--- config.mk ---
export PLATFORM = sky130hd
export DESIGN_NAME = text_console_ctrl
export DESIGN_NICKNAME = d
export VERILOG_FILES = /design/src/rtl/text_console_pkg.sv /design/src/rtl/text_console_ctrl.sv
export SDC_FILE = /design/constraint.sdc
export NUM_CORES = 1
export LEC_CHECK = 0
export CAP_MARGIN = 5
export CORE_ASPECT_RATIO = 0.9
export CORE_MARGIN = 2
export CORE_UTILIZATION = 56
export DETAILED_ROUTE_END_ITERATION = 8
export PLACE_DENSITY = 0.83
export SLEW_MARGIN = 15
export SYNTH_ARGS = -nofsm -noshare
export SYNTH_HDL_FRONTEND = slang
export SYNTH_SLANG_ARGS = --single-unit
--- constraint.sdc ---
create_clock -name clk -period 8.5 [get_ports clk]
set_input_delay 1.7 -clock clk [delete_from_list [all_inputs] [get_ports clk]]
set_output_delay 1.7 -clock clk [all_outputs]
set_load 0.01 [all_outputs]
--- src/rtl/text_console_pkg.sv ---
// Shared constants, control codes, FSM state type and cell address mapping
// for the text console write sequencer.
package text_console_pkg;

    localparam int COLS  = 160;
    localparam int ROWS  = 45;
    localparam int CELLS = COLS * ROWS;

    localparam logic [31:0] CLEAR_WORD = 32'hFFF0_0020;

    localparam logic [7:0] CH_BS  = 8'h08;
    localparam logic [7:0] CH_TAB = 8'h09;
    localparam logic [7:0] CH_NL  = 8'h0A;
    localparam logic [7:0] CH_FF  = 8'h0C;
    localparam logic [7:0] CH_CR  = 8'h0D;

    typedef enum logic [1:0] {
        ST_IDLE,
        ST_CLR_ROW,
        ST_CLR_ALL
    } state_t;

    // row + offset never exceeds 2*ROWS-2, so one conditional subtract wraps it;
    // COLS*r is formed as (r<<7)+(r<<5).
    function automatic logic [12:0] cell_addr(input logic [5:0] row,
                                              input logic [7:0] col,
                                              input logic [5:0] offset);
        logic [6:0] sum;
        logic [5:0] r;
        sum = {1'b0, row} + {1'b0, offset};
        if (sum >= 7'(ROWS))
            sum = sum - 7'(ROWS);
        r = sum[5:0];
        return {r, 7'b0} + {2'b00, r, 5'b0} + {5'b0, col};
    endfunction

endpackage

--- src/rtl/text_console_ctrl.sv ---
// Text console write sequencer: consumes a byte stream, tracks the cursor,
// writes framebuffer cells and scrolls by advancing the display row offset.
//
// state      | meaning
// ST_IDLE    | accepting bytes, one per cycle
// ST_CLR_ROW | blanking the physical row that becomes the new bottom line
// ST_CLR_ALL | blanking the whole framebuffer after a form feed
module text_console_ctrl
    import text_console_pkg::*;
(
    input  logic        clk,
    input  logic        rst_n,
    input  logic [7:0]  in_data,
    input  logic        in_valid,
    output logic        in_ready,
    input  logic [11:0] fg_color,
    input  logic [11:0] bg_color,
    output logic [12:0] wr_addr,
    output logic [31:0] wr_data,
    output logic        wr_en,
    output logic [5:0]  v_offset,
    output logic [7:0]  cur_col,
    output logic [5:0]  cur_row
);

    localparam logic [7:0]  COL_MAX   = 8'(COLS - 1);
    localparam logic [7:0]  COL_END   = 8'(COLS);
    localparam logic [5:0]  ROW_MAX   = 6'(ROWS - 1);
    localparam logic [12:0] ROW_WORDS = 13'(COLS);
    localparam logic [12:0] CELL_LAST = 13'(CELLS - 1);

    state_t      state, state_nxt;
    logic        accept, is_print, nl_req, scroll;
    logic [7:0]  tab_col;
    logic [12:0] row_base;
    logic [12:0] clr_cnt, clr_cnt_nxt, clr_addr, clr_addr_nxt;
    logic        wr_en_nxt;
    logic [12:0] wr_addr_nxt;
    logic [31:0] wr_data_nxt;
    logic [5:0]  v_offset_nxt, cur_row_nxt;
    logic [7:0]  cur_col_nxt;

    assign in_ready = (state == ST_IDLE);
    assign accept   = in_valid && in_ready;
    assign is_print = (in_data >= 8'h20) || (in_data <= 8'h07);
    assign tab_col  = {cur_col[7:3] + 5'd1, 3'b000};
    assign row_base = cell_addr(6'd0, 8'd0, v_offset);
    assign nl_req   = accept && ((is_print && cur_col == COL_MAX) ||
                                 (in_data == CH_NL) ||
                                 (in_data == CH_TAB && tab_col >= COL_END));
    assign scroll   = nl_req && (cur_row == ROW_MAX);

    always_ff @(posedge clk or negedge rst_n) begin
        if (!rst_n)
            state <= ST_IDLE;
        else
            state <= state_nxt;
    end

    always_comb begin
        state_nxt = state;
        case (state)
            ST_IDLE: begin
                if (accept && !is_print && in_data == CH_FF)
                    state_nxt = ST_CLR_ALL;
                else if (scroll)
                    state_nxt = ST_CLR_ROW;
            end
            ST_CLR_ROW, ST_CLR_ALL: begin
                if (clr_cnt == '0)
                    state_nxt = ST_IDLE;
            end
            default: state_nxt = ST_IDLE;
        endcase
    end

    // clr_cnt counts writes still owed; a newline-triggered clear issues its
    // first write on entry, a wrap after a printable leaves all 160 pending.
    always_comb begin
        wr_en_nxt    = 1'b0;
        wr_addr_nxt  = wr_addr;
        wr_data_nxt  = wr_data;
        clr_cnt_nxt  = clr_cnt;
        clr_addr_nxt = clr_addr;
        v_offset_nxt = v_offset;
        cur_col_nxt  = cur_col;
        cur_row_nxt  = cur_row;
        case (state)
            ST_IDLE: begin
                if (accept) begin
                    if (is_print) begin
                        wr_en_nxt   = 1'b1;
                        wr_addr_nxt = cell_addr(cur_row, cur_col, v_offset);
                        wr_data_nxt = {fg_color, bg_color, in_data};
                        cur_col_nxt = cur_col + 8'd1;
                    end else begin
                        case (in_data)
                            CH_CR:  cur_col_nxt = 8'd0;
                            CH_BS:  if (cur_col != 8'd0) cur_col_nxt = cur_col - 8'd1;
                            CH_TAB: cur_col_nxt = tab_col;
                            CH_FF: begin
                                wr_en_nxt    = 1'b1;
                                wr_addr_nxt  = 13'd0;
                                wr_data_nxt  = CLEAR_WORD;
                                clr_addr_nxt = 13'd1;
                                clr_cnt_nxt  = CELL_LAST;
                            end
                            default: ;
                        endcase
                    end
                    if (nl_req) begin
                        cur_col_nxt = 8'd0;
                        if (!scroll) begin
                            cur_row_nxt = cur_row + 6'd1;
                        end else if (is_print) begin
                            clr_addr_nxt = row_base;
                            clr_cnt_nxt  = ROW_WORDS;
                        end else begin
                            wr_en_nxt    = 1'b1;
                            wr_addr_nxt  = row_base;
                            wr_data_nxt  = CLEAR_WORD;
                            clr_addr_nxt = row_base + 13'd1;
                            clr_cnt_nxt  = ROW_WORDS - 13'd1;
                        end
                    end
                end
            end
            ST_CLR_ROW, ST_CLR_ALL: begin
                if (clr_cnt != '0) begin
                    wr_en_nxt    = 1'b1;
                    wr_addr_nxt  = clr_addr;
                    wr_data_nxt  = CLEAR_WORD;
                    clr_addr_nxt = clr_addr + 13'd1;
                    clr_cnt_nxt  = clr_cnt - 13'd1;
                end else if (state == ST_CLR_ROW) begin
                    v_offset_nxt = (v_offset == ROW_MAX) ? 6'd0 : v_offset + 6'd1;
                end else begin
                    v_offset_nxt = 6'd0;
                    cur_row_nxt  = 6'd0;
                    cur_col_nxt  = 8'd0;
                end
            end
            default: ;
        endcase
    end

    always_ff @(posedge clk or negedge rst_n) begin
        if (!rst_n) begin
            wr_en    <= 1'b0;
            wr_addr  <= '0;
            wr_data  <= '0;
            clr_cnt  <= '0;
            clr_addr <= '0;
            v_offset <= '0;
            cur_col  <= '0;
            cur_row  <= '0;
        end else begin
            wr_en    <= wr_en_nxt;
            wr_addr  <= wr_addr_nxt;
            wr_data  <= wr_data_nxt;
            clr_cnt  <= clr_cnt_nxt;
            clr_addr <= clr_addr_nxt;
            v_offset <= v_offset_nxt;
            cur_col  <= cur_col_nxt;
            cur_row  <= cur_row_nxt;
        end
    end

endmodule
==> results of run 1 <==
## cell usage in the layout (no fill, tap or decap), types with 5 or more instances in the layout
cell type        netlist  layout
nor2b_1                6       6
or3_1                 10      10
o22ai_1                6       6
and2_1                 5       5
buf_4                  0       9
nor2_1                55      55
xor2_1                10      10
a21oi_1               53      53
inv_1                 30      30
a221o_1                5       5
nand4_1                5       5
o21ai_0               64      62
nor3_1                18      17
nand2b_1               8       8
a31oi_1                5       5
o21ai_1               12      13
o31ai_1                5       5
nand3_1               28      28
a22o_1                19      19
dfrtp_1               94      94
ha_1                  39      39
nand2_1               70      70
xnor2_1               13      13
clkbuf_16              0       9
clkdlybuf4s50_1        0     100
o41ai_1                9       9
a32oi_1                8       8
o22a_1                13      13
a21o_1                15      15
a211oi_1               6       6
and3_1                10      10
## metal layers
metal	part of all wire, %	wire length [um]
met5	0	0
met3	8.5	1530
met1	41	7410
met4	2.1	384
met2	48	8740
## how the worst max path moves through the flow
stage          depth (start not counted)                      end  slack [ns]               startpoint
6_report                              17  wr_addr[10]$_DFFE_PN0P_        3.46   cur_row[0]$_DFFE_PN0P_
3_5_place_dp                           7  wr_data[23]$_DFFE_PN0P_        3.34               in_data[5]
5_1_grt                               17  wr_addr[10]$_DFFE_PN0P_        3.14  v_offset[0]$_DFFE_PN0P_
3_3_place_gp                           7  wr_data[28]$_DFFE_PN0P_        3.52               in_data[5]
2_1_floorplan                         17  wr_addr[10]$_DFFE_PN0P_        3.97  v_offset[0]$_DFFE_PN0P_
4_1_cts                               17  wr_addr[10]$_DFFE_PN0P_        3.51  v_offset[0]$_DFFE_PN0P_
## sequential cells by signal, summed over array words and instances (netlist names)
register  count
clr_cnt      13
cur_row       6
v_offset      6
state         2
wr_addr      13
wr_en         1
cur_col       8
wr_data      32
clr_addr     13
## metrics by stage
step / hold slack [ns] / total power, mW / instances / utilization, %
6_report: 0.497 / 0.968 / 968 / 70.8
5_1_grt: 0.514 / 0.998 / 968 / 70.8
4_1_cts: 0.493 / 0.972 / 968 / 70.8
3_5_place_dp: 0.476 / 0.547 / 952 / 68.0
3_3_place_gp: 0.477 / 0.544 / 952 / 68.0
2_1_floorplan: 0.504 / 0.509 / 731 / -
## critical path, stage by stage, from the launching register on
cell	delay, ns
dfrtp_1	0.53
ha_1	0.27
inv_1	0.07
fa_1	0.40
xor2_1	0.21
or3_1	0.43
o22a_1	0.19
o21ai_1	0.35
nor2b_1	0.21
xnor2_1	0.19
fa_1	0.51
fa_1	0.47
a21o_1	0.17
a21oi_1	0.21
xnor2_1	0.09
a221oi_1	0.31
o21ai_1	0.10
a22o_1	0.21
## power by group through the flow
stage / Sequential, mW / Clock [mW] / Combinational, mW
after floorplan: 0.474 / 0 / 0.0356
after global placement: 0.476 / 0 / 0.0686
after detailed placement: 0.476 / 0 / 0.0708
after CTS: 0.468 / 0.434 / 0.0713
after global routing: 0.469 / 0.451 / 0.0790
final: 0.467 / 0.429 / 0.0708
## area by class of cell
type	count	area (sq um)
multi-input cells	567	3720
fillers	819	3190
flip-flops and latches	94	2350
repair buffers	109	1070
clock buffers	9	225
well taps	152	190
inverters	30	113
clock inverters	7	85.1
## Yosys cell counts (6+ instances only)
cell type,instances
nor3_1,18
nor2b_1,6
clkbuf_1,32
ha_1,39
buf_2,7
a22o_1,19
a21oi_1,53
a21o_1,15
xor2_1,10
dfrtp_1,94
o41ai_1,9
and3_1,10
nand3_1,28
a211oi_1,6
a32oi_1,8
nor2_1,55
o22ai_1,6
o22a_1,13
inv_1,30
o21ai_1,12
xnor2_1,13
or3_1,10
nand2_1,70
o21ai_0,64
nand2b_1,8
## kinds of logic (layout without fill, tap and decap cells)
logic type,count (synthesis),after routing,synth area share [%]
xor+xnor,23,23,3.18
buf+inv,70,155,4.40
simple gates,237,237,18.3
fa+ha+maj,43,43,8.96
flops,94,94,37.1
mux,4,4,0.631
compound gates,260,260,27.5
==> impl_results.md, run 1 <==
* Vias in the first global route at 5968
* Layout cells sized above 1 at 4.78%
* Effective utilization at floorplan at 57.9%
* Final worst path period need at 5.04 ns
* Drt drc at 0
* Final Wtd Congestion at 0.927
* Die Y at 105 um
* Area Growth Syn to Fin at 22.3%
* Worst slew margin at 24.1%
* Router iterations before antenna repair at 6
* Mapped Nets at 809
* Worst reg2reg startpoint: cur_row[0]$_DFFE_PN0P_
* Cells after Synth at 731
* Post-CTS sizing at 0
* Ys Warns at 0
* Worst-Margin Slew at 1.13 ns
* Finished layout cell area at 7750 sq um
* Top cells by area, synth: dfrtp_1 (37%), ha_1 (7.7%), o21ai_0 (5.1%)
* DR WL/cell at 18.7 um
* Yosys top cell by area: dfrtp_1
* DIE WIDTH at 116 um
* Final Hold Fails at 0
* I/O Buffers at 101
* Setup Buffers After CTS at 0
* Worst-path clk slew at 0.08 ns
* Peak Freq at 198 MHz
* Sink Count at 94
* Worst setup SP type: register
* DRC marker count from the first detailed-route iteration at 736
* Main synth FF type: dfrtp_1
* Setup WS pre-CTS at 3.34 ns
* GR Util met1 at 40.6%
* CTS Buf Count at 9
* Post-synth top area share at 37.1%
* Count of cell types in the netlist at 67
* Total gr overflow at 0
* Hold path start: wr_addr[4]$_DFFE_PN0P_
* Root buf cell: clkbuf_16
* Placed cell areas at 7440 sq um
* Worst R2R Setup Slack at 3.46 ns
* WL final at 18.1 mm
* Max Cap Viol at 0
* Worst Hold Class: register to register
* TritonCTS clock tree: done
* Maximum net fanout on the critical path at 8
* Max Slew Vio Count at 0
* Clk pwr share at 44.4%
* Critical path data arrival time at 5.29 ns
* Capturing point of the worst reg2reg path: wr_addr[10]$_DFFE_PN0P_
* Met2 GRT Util at 48.0%
* Worst Hold End: wr_addr[4]$_DFFE_PN0P_
* Total Neg Setup Slack at 0 ns
* Post-DP HPWL at 13.0 mm
* Max VDD drop at 0.138 mV
* Sequential fraction of the synthesis area at 37.1%
* Async SR Flop Fraction at 100%
* CTS max path bufs at 2
* PwrDens at 125 nW/um^2
* Syn_area_per_cell at 8.67 sq um
* Pin count of the biggest net entering global routing at 72
* Io pins at 102
* Hold Path Stages at 2
* Synthesized area at 6340 sq um
* Antenna cell count at 0
* Global-route wire length before repair at 29.2 mm
* R2R depth at 17
* RSZ-0062 raised after global routing: no
* Core Footprint at 10900 sq um
* H-tree Lvls at 3
* Leak at 3.30 nW
* Final Net Count at 889
* Sequential Power Share at 48.3%
* Setup CP Type: register to register
* Antenna-violating nets left at 0
* Final setup violating endpoints at 0
* Pint at 0.725 mW
* Skew final at 0.0126 ns
* Cell Rows at 36
* Fin crit share at 59.3%
* Vias per cell at 6.43
* Initial antenna violation count at 0
* Sw frac at 25.1%
* Crit. End Element: register
* Clk_lat worst skew at 0.36 ns
* Final worst slack at 3.46 ns
* Die area at 12200 sq um
* Met3 usage at 6.50%
* Tot GR Track Use at 30.3%
* Gate power share at 7.3%
* Status: finished clean
* Yosys reg bits at 94
* Via Count at 6226
* GRT Max-Usage Layer: met2
* EDFF count, synth at 0
* Crit path required time at 8.75 ns
* Hold buffers post-CTS at 0
* Psw at 0.242 mW
(Power assumes the default switching activity.)
==> inputs of run 2 (changes only) <==
--- a/config.mk
+++ b/config.mk
@@ -8,9 +8,9 @@
 export CAP_MARGIN = 5
 export CORE_ASPECT_RATIO = 0.9
 export CORE_MARGIN = 2
-export CORE_UTILIZATION = 56
+export CORE_UTILIZATION = 49
 export DETAILED_ROUTE_END_ITERATION = 8
-export PLACE_DENSITY = 0.83
+export PLACE_DENSITY = 0.77
 export SLEW_MARGIN = 15
 export SYNTH_ARGS = -nofsm -noshare
 export SYNTH_HDL_FRONTEND = slang
==> constraint.sdc (replaced) <==
create_clock -name clk -period 4.4 [get_ports clk]
set_input_delay 0.88 -clock clk [delete_from_list [all_inputs] [get_ports clk]]
set_output_delay 0.88 -clock clk [all_outputs]
set_load 0.01 [all_outputs]
==> run 2 against run 1 <==
Against the previous run: clock-buffer cell count up 1; clock power rose by 96%; clock skew is 0.0015 ns lower; design area rose by 3.4%; power increased by 95%; die area is 14% higher; first-iteration DRC count is 14% lower; global-route usage shrank 2.2 points; via count grew 1.8%; highest routed layer unchanged; maximum frequency is 19% higher; critical path depth grew 1; core utilization decreased by 7.7 points.
==> impl_results.md, run 2 (synthesis results as in run 1) <==
* Total gr overflow at 0 (unchanged)
* Worst-Margin Slew at 0.916 ns (-0.217 ns)
* Area Growth Syn to Fin at 26.4%
* Hold slack at 0.487 ns (-0.0109 ns)
* Multi-input gate area at 3780 sq um (+1.6%)
* Initial antenna violation count at 0 (unchanged)
* Vias in the first global route at 6109 (+2.4%)
* Leak at 3.44 nW (+4.0%)
* Layout cells sized above 1 at 9.40% (+4.6 points)
* Final worst path period need at 4.23 ns (-0.811 ns)
* Root buf cell: clkbuf_16
* Worst path cell trace: ha_2, inv_1, fa_2, xor2_2, or3_4, o22a_1, o21ai_2, nor2b_2, xnor2_1, fa_1, buf_4, ha_1, a21o_1, a21oi_2, o21ai_0, xnor2_1, nand3_1, a32o_1
* CTS max path bufs at 2 (unchanged)
* Capturing point of the worst reg2reg path: wr_addr[11]$_DFFE_PN0P_
* Critical path data arrival time at 4.48 ns (-0.81 ns)
* PwrDens at 235 nW/um^2 (+88%)
* Pin count of the biggest net entering global routing at 73 (+1.4%)
* Worst Hold End: wr_addr[0]$_DFFE_PN0P_
* Fillers at 1063 (+30%)
* Drt drc at 0 (unchanged)
* CTS Buf Count at 9 (unchanged)
* Slowest stage delay, CP at 0.50 ns (-0.03 ns)
* WL final at 19.0 mm (+5.2%)
* Total power at 1.88 mW (+95%)
* Clk_lat worst skew at 0.36 ns (about the same)
* Final Net Count at 913 (+2.7%)
* Vias per cell at 6.32 (-1.8%)
* DR WL/cell at 18.9 um (+1.5%)
* TritonCTS clock tree: done
* Max reg flops at 32 (unchanged)
* Crit path required time at 4.65 ns (-4.10 ns)
* Peak Freq at 237 MHz (+19%)
* Worst-path clk slew at 0.08 ns (about the same)
* H-tree Lvls at 3 (unchanged)
* Core Footprint at 12700 sq um (+16%)
* I/O Buffers at 101 (unchanged)
* Final Wtd Congestion at 0.915 (-1.3%)
* Sequential Area at 2350 sq um (+0.11%)
* Antenna cell count at 0 (unchanged)
* Via Count at 6341 (+1.8%)
* DRC marker count from the first detailed-route iteration at 630 (-14%)
* Cell Rows at 39 (+8.3%)
* Post-DP HPWL at 13.5 mm (+4.1%)
* Worst R2R Setup Slack at 0.17 ns (-3.29 ns)
* Status: finished clean
* Router iterations before antenna repair at 6 (unchanged)
* Slowest CP cell: fa_1
* Die Y at 112 um (+6.6%)
* Max VDD drop at 0.194 mV (+41%)
* Sink Count at 94 (unchanged)
* Final Hold Fails at 0 (unchanged)
* Worst Hold Class: register to register
* Maximum net fanout on the critical path at 3 (-5)
* DIE WIDTH at 124 um (+6.7%)
* Max Cap Viol at 0 (unchanged)
* Most frequent cells in the layout: clkdlybuf4s50_1 (100), dfrtp_1 (92), nand2_1 (70)
* Antenna-violating nets left at 0 (unchanged)
* Worst reg2reg startpoint: v_offset[0]$_DFFE_PN0P_
* Worst slew margin at 38.9% (+15 points)
* Die area at 13900 sq um (+14%)
* Skew final at 0.0110 ns (-0.00152 ns)
* Fin crit share at 96.1% (+37 points)
* Hold path start: wr_addr[0]$_DFFE_PN0P_
* Tot GR Track Use at 28.1% (-2.2 points)
* Io pins at 102 (unchanged)
* Commonest non-fill, non-tap cell in the layout: clkdlybuf4s50_1
* Total Neg Setup Slack at 0 ns (unchanged)
* Worst setup SP type: register
* Global-route wire length before repair at 30.8 mm (+5.4%)
* Max Slew Vio Count at 0 (unchanged)
* Final setup violating endpoints at 0 (unchanged)
* Setup CP Type: register to register
* Hold Path Stages at 2 (unchanged)
* Crit-path most repeated cell: xnor2_1
* Crit. End Element: register
* Largest Register: wr_data
* Effective utilization at floorplan at 50.0% (-8.0 points)
* R2R depth at 18 (+1)
[run 2: cell count changes in the layout (fill, tap and decap cells not counted), moves of 2 or more]
cell and delta:
a21oi_2 +2, dfrtp_2 +2, o21ai_0 -3, a21oi_1 -2, fa_2 +2, dfrtp_1 -2
o21ai_2 +2, buf_4 +23, fa_1 -2
[run 2: layout make-up]
| cell class | count | area share (%) |
|---|---|---|
| Sequential cell | 94 | 29.4 |
| Multi-Input combinational cell | 567 | 47.1 |
| Timing Repair Buffer | 133 | 15.6 |
| Inverter | 30 | 1.40 |
| Tap cell | 164 | 2.56 |
| Clock buffer | 10 | 2.98 |
| Clock inverter | 6 | 0.921 |
[run 2: routing by layer]
metal | track usage [%] | part of all wire [%] | vias up
li1 | - | - | 2905
met1 | 38.7 | 43 | 3078
met2 | 44.0 | 47 | 308
met3 | 6.10 | 7.8 | 50
met4 | 9.21 | 2.8 | 0
met5 | 0 | 0 | -
[run 2: worst max path at each step]
stage,from,to,slack [ns],cells past startpoint
global placement,v_offset[0]$_DFFE_PN0P_,wr_addr[10]$_DFFE_PN0P_,0.08,17
finish,v_offset[0]$_DFFE_PN0P_,wr_addr[11]$_DFFE_PN0P_,0.17,18
global route,v_offset[0]$_DFFE_PN0P_,wr_addr[11]$_DFFE_PN0P_,-0.004,18
floorplan,v_offset[0]$_DFFE_PN0P_,wr_addr[10]$_DFFE_PN0P_,0.03,17
detailed placement,v_offset[0]$_DFFE_PN0P_,wr_addr[10]$_DFFE_PN0P_,-0.03,18
CTS,v_offset[0]$_DFFE_PN0P_,wr_addr[12]$_DFFE_PN0P_,0.05,17
[run 2: what timing repair did]
action                                  CTS  global route
endpoints found under the setup margin    2             4
endpoints found under the hold margin     0             0
resized for setup                         3            15
pin swaps                                 1             8
hold buffers                              0             0
setup buffers                             1             1
gates cloned                              0             0
[run 2: critical path, delay by kind of cell, from the launching register on]
family | cells | cell delay, ns
xor+xnor | 3 | 0.54
compound gates | 6 | 1.01
flops | 1 | 0.37
simple gates | 3 | 0.66
fa+ha+maj | 4 | 1.35
buf+inv | 2 | 0.22
[run 2: per-stage QoR]
stage | cells | utilization [%] | setup WS, ns | instance area [sq um]
4_1_cts | 1003 | 62.7 | 0.0453 | 7960
2_1_floorplan | 731 | - | 0.0267 | 6350
3_5_place_dp | 986 | 60.1 | -0.0349 | 7630
6_report | 1004 | 63.2 | 0.172 | 8020
5_1_grt | 1004 | 63.2 | -0.00390 | 8020
3_3_place_gp | 986 | 60.1 | 0.0845 | 7630
[run 2: where the power goes]
group          switching [mW]  total (mW)  leakage (nW)  internal (mW)
clock                   0.374       0.840         0.154          0.466
combinational          0.0749       0.139          2.13         0.0640
sequential             0.0214       0.904          1.15          0.883
==> inputs of run 3 (changes only) <==
==> constraint.sdc (replaced) <==
create_clock -name clk -period 4.4 [get_ports clk]
set_input_delay 0.88 -clock clk [delete_from_list [all_inputs] [get_ports clk]]
set_output_delay 0.88 -clock clk [all_outputs]
set_load 0.05 [all_outputs]
==> run 3 against run 2 <==
Against the previous run: largest cell class unchanged; critical path depth is 1 higher; sequential share of layout area is 0.096 points higher; routed wire length is 2.1% lower; flip-flop and latch count stayed put; design area hardly changed; highest routed layer unchanged; hold slack better by 0.0064 ns; maximum frequency is 1.1% lower; via count is 1.3% lower; clock skew is 0.0016 ns higher.
==> impl_results.md, run 3 (synthesis results as in run 1) <==
* Status: finished clean
* Worst setup SP type: register
* Final worst path period need at 4.27 ns (+0.0449 ns)
* Global-route wire length before repair at 30.2 mm (-1.9%)
* Router iterations before antenna repair at 7 (+1)
* Total gr overflow at 0 (unchanged)
* Critical path data arrival time at 4.52 ns (+0.04 ns)
* Hold buffers post-CTS at 0 (unchanged)
* Final Net Count at 911 (-0.22%)
* Placed insts at 986 (unchanged)
* Pin count of the biggest net entering global routing at 63 (-14%)
* Met3 usage at 6.71% (+0.61 points)
* CTS Buf Count at 9 (unchanged)
* CTS max path bufs at 2 (unchanged)
* Max Slew Vio Count at 0 (unchanged)
* Max VDD drop at 0.214 mV (+9.9%)
* PwrDens at 227 nW/um^2 (-3.6%)
* Fillers at 1056 (-0.66%)
* Clk_lat worst skew at 0.36 ns (about the same)
* Setup WS pre-CTS at -0.0229 ns (+0.0121 ns)
* Vias in the first global route at 6032 (-1.3%)
* Sink Count at 94 (unchanged)
* Setup CP Type: register to register
* Io pins at 102 (unchanged)
* Layout cells sized above 1 at 9.67% (+0.26 points)
* Vias per cell at 6.25 (-1.1%)
* Effective utilization at floorplan at 50.0% (unchanged)
* Antenna-violating nets left at 0 (unchanged)
* Leak at 3.44 nW (about the same)
* Max Cap Viol at 0 (unchanged)
* Worst slew margin at 45.5% (+6.6 points)
* Non-filler cells, final at 1002 (-0.20%)
* Final Wtd Congestion at 0.915 (about the same)
* Worst Hold Class: register to register
* Final Hold Fails at 0 (unchanged)
* Worst-path clk slew at 0.08 ns (about the same)
* Maximum net fanout on the critical path at 5 (+2)
* Commonest non-fill, non-tap cell in the layout: clkdlybuf4s50_1
* GR Util met1 at 38.1% (-0.62 points)
* Total power at 1.81 mW (-3.7%)
* Largest Register: wr_data
* Initial antenna violation count at 0 (unchanged)
* TritonCTS clock tree: done
* RSZ-0062 raised after global routing: yes
* Post-DP HPWL at 13.4 mm (-1.2%)
* Sequential Area at 2360 sq um (+0.27%)
* I/O Buffers at 101 (unchanged)
* Final setup violating endpoints at 0 (unchanged)
* Via Count at 6259 (-1.3%)
* Multi-input gate area at 3810 sq um (+0.83%)
* Die area at 13900 sq um (unchanged)
* GRT Max-Usage Layer: met2
* DIE WIDTH at 124 um (unchanged)
* DR WL/cell at 18.6 um (-1.9%)
* H-tree Lvls at 3 (unchanged)
* Setup Buffers After CTS at 0 (-1)
* Drt drc at 0 (unchanged)
* Cell Rows at 39 (unchanged)
* Root buf cell: clkbuf_16
* DRC marker count from the first detailed-route iteration at 609 (-3.3%)
* Met2 GRT Util at 42.5% (-1.6 points)
* Final worst slack at 0.127 ns (-0.0449 ns)
* Area Growth Syn to Fin at 26.3% (about the same)
* Most frequent cells in the layout: clkdlybuf4s50_1 (100), dfrtp_1 (89), nand2_1 (70)
* Core Footprint at 12700 sq um (unchanged)
* Tot GR Track Use at 27.5% (-0.59 points)
* Max reg flops at 32 (unchanged)
* Crit path required time at 4.65 ns (about the same)
* Skew final at 0.0127 ns (+0.00162 ns)
* WL final at 18.6 mm (-2.1%)
* Worst-Margin Slew at 0.814 ns (-0.102 ns)
* Fin crit share at 97.1% (+1.0 points)
* Crit. End Element: register
* Peak Freq at 234 MHz (-1.1%)
* Antenna cell count at 0 (unchanged)
* Die Y at 112 um (unchanged)
-- run 3: metal layers --
metal  vias up  share of wire (%)
met5         -                  0
met4         0                2.1
met3        29                7.6
met2       276                 47
met1      3055                 43
li1       2899                  -
-- run 3: report_power, final --
group / internal (mW) / switching, mW
registers: 0.883 / 0.0198
logic: 0.0641 / 0.0740
clock network: 0.397 / 0.377
-- run 3: worst max-delay path, cell delays in order, from the launching register on --
cell and delay [ns]:
dfrtp_4 0.43, ha_4 0.15, inv_1 0.06, fa_2 0.37
xor2_2 0.21, or3_4 0.40, o22a_1 0.18, o21ai_2 0.15
buf_4 0.16, nand2_1 0.07, o21ai_2 0.08, ha_1 0.26
ha_2 0.21, fa_2 0.39, a21o_1 0.17, a21oi_2 0.18
xnor2_1 0.10, a221oi_1 0.29, o21ai_1 0.10, a22o_1 0.19
-- run 3: stage by stage --
step           area, sq um  setup TNS (ns)  hold slack, ns  utilization, %
6_report              8010               0           0.493            63.1
5_1_grt               8010       -0.000278           0.514            63.1
4_1_cts               7960               0           0.493            62.7
3_5_place_dp          7660         -0.0296           0.478            60.3
3_3_place_gp          7660               0           0.467            60.3
2_1_floorplan         6370               0           0.504               -
-- run 3: final cells by class --
class                      instances  area share [%]
tap                              164            2.56
clock inverter                     7           0.797
multi-input combinational        567            47.5
inverter                          30            1.41
sequential                        94            29.5
timing repair buffer             131            15.4
clock buffer                       9            2.81
-- run 3: what timing repair did --
item,4_1_cts,5_1_grt
endpoints found under the setup margin,3,4
pin swaps,0,5
resized for setup,2,14
-- run 3: final timing paths --
path,start,to,slack [ns],cells past startpoint
setup / recovery,v_offset[0]$_DFFE_PN0P_,wr_addr[10]$_DFFE_PN0P_,0.13,19
setup reg to reg,v_offset[0]$_DFFE_PN0P_,wr_addr[10]$_DFFE_PN0P_,0.13,19
hold reg to reg,wr_addr[1]$_DFFE_PN0P_,wr_addr[1]$_DFFE_PN0P_,0.49,2
min in group asynchronous,rst_n,cur_col[5]$_DFFE_PN0P_,0.60,1
hold / removal,wr_addr[1]$_DFFE_PN0P_,wr_addr[1]$_DFFE_PN0P_,0.49,2
max in group asynchronous,rst_n,wr_data[21]$_DFFE_PN0P_,2.87,2
